File: src/rtl/hazard_control_unit.sv
// Pipeline sequencing controller for the 7-stage core: load-use stalls, taken-branch
// flushes and data-memory wait freezes, plus a saturating stall-cycle counter.
module hazard_control_unit #(
    parameter int unsigned REG_ADDR_WIDTH  = 5,
    parameter int unsigned STALL_CNT_WIDTH = 16
) (
    input  logic                       CLK,
    input  logic                       RST,
    input  logic                       ID_VALID,
    input  logic [REG_ADDR_WIDTH-1:0]  ID_RS1_ADDRESS,
    input  logic [REG_ADDR_WIDTH-1:0]  ID_RS2_ADDRESS,
    input  logic                       ID_USES_RS1,
    input  logic                       ID_USES_RS2,
    input  logic                       ID_IS_LOAD,
    input  logic [REG_ADDR_WIDTH-1:0]  ID_RD_ADDRESS,
    input  logic                       BRANCH_TAKEN_EX,
    input  logic                       DM_REQUEST,
    input  logic                       DATA_MEMORY_READY,
    output logic                       PC_ENABLE,
    output logic                       IF_ID_ENABLE,
    output logic                       ID_EX_ENABLE,
    output logic                       ID_EX_BUBBLE,
    output logic                       FLUSH_IF_ID,
    output logic [STALL_CNT_WIDTH-1:0] STALL_COUNT
);

    typedef enum logic [0:0] {StRun, StMemWait} state_t;

    localparam int unsigned SbDepth = 3;

    state_t                      state_q;
    logic [SbDepth-1:0]          sb_valid_q;
    logic [REG_ADDR_WIDTH-1:0]   sb_rd_q [SbDepth];
    logic [STALL_CNT_WIDTH-1:0]  stall_cnt_q;

    logic freeze;
    logic flush;
    logic load_use;
    logic sb_hit;
    logic count_en;

    always_comb begin
        freeze = ((state_q == StRun) && DM_REQUEST && !DATA_MEMORY_READY) ||
                 ((state_q == StMemWait) && !DATA_MEMORY_READY);
        flush  = BRANCH_TAKEN_EX && !freeze;
    end

    // Entries index EX, DM1, DM2; a load already in DM3 forwards from WB in time.
    always_comb begin
        sb_hit = 1'b0;
        for (int i = 0; i < SbDepth; i++) begin
            if (sb_valid_q[i] && (sb_rd_q[i] != '0) &&
                ((ID_USES_RS1 && (ID_RS1_ADDRESS == sb_rd_q[i])) ||
                 (ID_USES_RS2 && (ID_RS2_ADDRESS == sb_rd_q[i])))) begin
                sb_hit = 1'b1;
            end
        end
        load_use = ID_VALID && sb_hit;
        count_en = (freeze || load_use) && !flush && !RST;
    end

    always_comb begin
        PC_ENABLE    = 1'b1;
        IF_ID_ENABLE = 1'b1;
        ID_EX_ENABLE = 1'b1;
        ID_EX_BUBBLE = 1'b0;
        FLUSH_IF_ID  = 1'b0;
        if (RST) begin
            PC_ENABLE    = 1'b0;
            IF_ID_ENABLE = 1'b0;
            ID_EX_BUBBLE = 1'b1;
            FLUSH_IF_ID  = 1'b1;
        end else if (freeze) begin
            PC_ENABLE    = 1'b0;
            IF_ID_ENABLE = 1'b0;
            ID_EX_ENABLE = 1'b0;
        end else if (flush) begin
            ID_EX_BUBBLE = 1'b1;
            FLUSH_IF_ID  = 1'b1;
        end else if (load_use) begin
            PC_ENABLE    = 1'b0;
            IF_ID_ENABLE = 1'b0;
            ID_EX_BUBBLE = 1'b1;
        end
    end

    always_ff @(posedge CLK) begin
        if (RST) begin
            state_q     <= StRun;
            sb_valid_q  <= '0;
            stall_cnt_q <= '0;
        end else begin
            unique case (state_q)
                StRun:     if (DM_REQUEST && !DATA_MEMORY_READY) state_q <= StMemWait;
                StMemWait: if (DATA_MEMORY_READY) state_q <= StRun;
                default:   state_q <= StRun;
            endcase

            if (!freeze) begin
                sb_valid_q[2] <= sb_valid_q[1];
                sb_rd_q[2]    <= sb_rd_q[1];
                sb_valid_q[1] <= sb_valid_q[0];
                sb_rd_q[1]    <= sb_rd_q[0];
                // A stalled or squashed load stays out of the scoreboard.
                sb_valid_q[0] <= ID_VALID && ID_IS_LOAD && !load_use && !flush;
                sb_rd_q[0]    <= ID_RD_ADDRESS;
            end

            if (count_en && (stall_cnt_q != '1)) begin
                stall_cnt_q <= stall_cnt_q + STALL_CNT_WIDTH'(1);
            end
        end
    end

    assign STALL_COUNT = stall_cnt_q;

endmodule
File: config.mk
export PLATFORM = sky130hd
export DESIGN_NAME = hazard_control_unit
export DESIGN_NICKNAME = d
export VERILOG_FILES = /design/src/rtl/hazard_control_unit.sv
export SDC_FILE = /design/constraint.sdc
export NUM_CORES = 1
export LEC_CHECK = 0
export ABC_AREA = 1
export ABC_CLOCK_PERIOD_IN_PS = 2000
export BUFFER_PORTS_ARGS = -buffer_cell sky130_fd_sc_hd__buf_2
export CORE_MARGIN = 1.5
export CORE_UTILIZATION = 30
export DETAILED_ROUTE_END_ITERATION = 8
export GPL_ROUTABILITY_DRIVEN = 0
export PLACE_DENSITY_LB_ADDON = 0.15
export SLEW_MARGIN = 20
export SYNTH_ARGS = -nofsm -noshare
export SYNTH_HDL_FRONTEND = slang
export SYNTH_SLANG_ARGS = --single-unit
File: constraint.sdc
create_clock -name CLK -period 2 [get_ports CLK]
set_input_delay 0.1 -clock CLK [delete_from_list [all_inputs] [get_ports CLK]]
set_output_delay 0.1 -clock CLK [all_outputs]
set_load 0.05 [all_outputs]
==> reports/metrics.cfg <==
[status]
run_status = finished clean

[power]
pwr_density_cell_nw_per_um2 = 561
ir_drop_uv = 245
p_total_mw = 1.54
leakagePower_nw = 1.33

[setup_path]
ff2ff_path_depth = 11
crit_path_max_fanout = 4
cp.arrival_ns = 1.80
required_ns = 1.90
endpoint_kind = primary output
cp-start-kind = flop
worst-setup-path-type = reg2out

[global_routing]
grt_usage = 0.162
antenna_found_initial = 0
grt.overflow.total = 0
grt_max_degree = 20
grt_pass1_vias = 2083
grt_pass1_wl_um = 9840

[synthesis]
synth_area_per_cell_um2 = 6.88
ys_seq_elements = 35
synthCells = 324
synth_commonest_cells = nand2_1 (111), inv_1 (35), nor2_1 (35)
yosysTopAreaCellShare = 0.202
async_reset_ff_frac = 0
ys_seq_area_frac = 0.382
synth.most_common_cell = nand2_1
synth_area_leaders = edfxtp_1 (20%), nand2_1 (19%), dfxtp_1 (18%)
synth_edf_count = 15
yosysTopAreaCell = edfxtp_1
synth_area_um2 = 2230
synthesis.nets = 349
synth_flop_cell = dfxtp_1
ys_types = 30
yosys_warnings = 0

[sta]
worst_pin_slew_ns = 0.355
holdWs_ns = 0.0134
relSlewSlack = 0.763
setup_viol = 0
final-hold-violation-count = 0
post-route-period-util = 0.951
rsz0062_at_grt = true
fin_skew_ns = 0.0139
layout_setup_ws_ns = 0.0975
post-route-min-period_ns = 1.90
max_freq_ghz = 0.526
final_max_slew_viol_count = 0

[detailed_routing]
vias_per_cell = 4.66
vias = 2231
drc = 0
drt_iter0_markers = 121
postRouteAntennaNets = 0
routed_wirelength_um = 5910
firstDrtPassIters = 4
wl_per_cell_um = 12.3

[hold_path]
hold_depth = 1
hp-class = in2reg

[layout]
antenna_cells = 0
fillers = 780
syn_to_final_growth_pct = 23.2
drive_above_1_share = 0.237
final_nets = 404

[die]
fp.dieW_um = 89.2
die_h_um = 89.2
die-area_um2 = 7950
io_pins = 45
start_util = 0.309
rows = 31
fp.coreArea_um2 = 7210

[clock_network]
cts_tree = yes
cts_made_buffers = 5
clk-insertion-delay-late_ns = 0.29
clk_path_buf_depth = 2
ctsHtreeMaxLevel = 2
cts.sinks = 35
cts_root_buffer = clkbuf_8
clkTransAtPathRegs_ns = 0.08

[placed_design]
port_buffers = 44
hpwl_um = 4550
place_ws_ns = 0.201

[job]
maxCapViolCount = 0

-- sequential cells by signal (all words and copies together) (netlist names) --
| signal | count |
|---|---|
| state_q | 1 |
| sb_valid_q | 3 |
| sb_rd_q | 15 |
| STALL_COUNT | 16 |
-- worst max-delay path: stages, from the launching register on --
cell and delay (ns):
edfxtp_1 0.46, inv_2 0.11, nand4_1 0.14, o21ai_1 0.17, inv_1 0.05, nand2_1 0.07, nand3_2 0.09, nand2_4 0.13
o21ai_2 0.07, inv_2 0.07, buf_6 0.15
-- per-stage QoR --
stage	setup TNS, ns	cells	instance area [um2]	util
final	0	479	2750	0.381
after global routing	-0.0306	479	2750	0.381
after CTS	0	478	2710	0.375
after detailed placement	0	465	2570	0.357
after global placement	0	465	2570	0.357
after floorplan	0	324	2240	-
-- final cells by class --
| cell class | instances | area, um2 | area share |
|---|---|---|---|
| Clock buffer | 6 | 72.6 | 0.0264 |
| Tap cell | 99 | 124 | 0.0451 |
| Multi-Input combinational cell | 237 | 1180 | 0.432 |
| Timing Repair Buffer | 56 | 339 | 0.124 |
| Inverter | 44 | 165 | 0.0602 |
| Sequential cell | 35 | 851 | 0.310 |
| Clock inverter | 2 | 8.76 | 0.00319 |
-- cells by family after synthesis --
group,synth area share
and+or+nand+nor,0.406
buffers and inverters,0.0999
DFF,0.382
AOI/OAI and AO/OA,0.0595
xor gates and xnor gates,0.0472
adders and majority gates,0.00561
-- path summary, 6_finish.rpt --
path / start / to / slack [ns]
worst max-delay path: sb_rd_q[0][2] / IF_ID_ENABLE / 0.1
worst min-delay path: ID_RD_ADDRESS[4] / sb_rd_q[0][4] / 0.01
worst max register to register: sb_rd_q[0][2] / STALL_COUNT[3] / 0.18
worst min register to register: sb_valid_q[2] / sb_valid_q[2] / 0.47
-- layout by cell type, fill, tap and decap left out, types with 2 or more instances in the layout --
| cell | synthesis | layout |
|---|---|---|
| nor3_1 | 2 | 2 |
| nor2_1 | 35 | 30 |
| o21ai_1 | 3 | 4 |
| nand4_1 | 19 | 19 |
| dfxtp_1 | 20 | 20 |
| o21ai_0 | 6 | 4 |
| nand3_2 | 2 | 2 |
| buf_6 | 2 | 3 |
| inv_2 | 9 | 15 |
| buf_2 | 1 | 41 |
| xor2_1 | 7 | 7 |
| xnor2_1 | 5 | 5 |
| edfxtp_1 | 15 | 15 |
| o22ai_1 | 2 | 2 |
| clkbuf_8 | 0 | 5 |
| buf_4 | 3 | 8 |
| nor2_2 | 2 | 7 |
| nand3_1 | 19 | 19 |
| a21oi_1 | 15 | 14 |
| inv_1 | 35 | 29 |
| nand2_1 | 111 | 110 |
| dlygate4sd3_1 | 0 | 4 |
-- power by group --
group / switching [mW] / internal [mW]
combinational: 0.167 / 0.0872
sequential: 0.0202 / 0.770
clock: 0.257 / 0.240
-- what timing repair did --
action / CTS / global route
setup buffers: 1 / 1
setup endpoints to repair: 2 / 10
pin swaps: 0 / 8
hold endpoints to repair: 4 / 0
hold buffers: 4 / 0
gates resized for setup: 2 / 19
-- metal layers --
metal | global-route usage | wire length [um] | vias to the layer above
met5 | 0 | 0 | -
met4 | 0.0671 | 145 | 0
met3 | 0.0268 | 206 | 13
met2 | 0.270 | 2810 | 49
met1 | 0.207 | 2750 | 1014
li1 | - | - | 1155
Note: power is estimated with default switching activity, not from simulation.
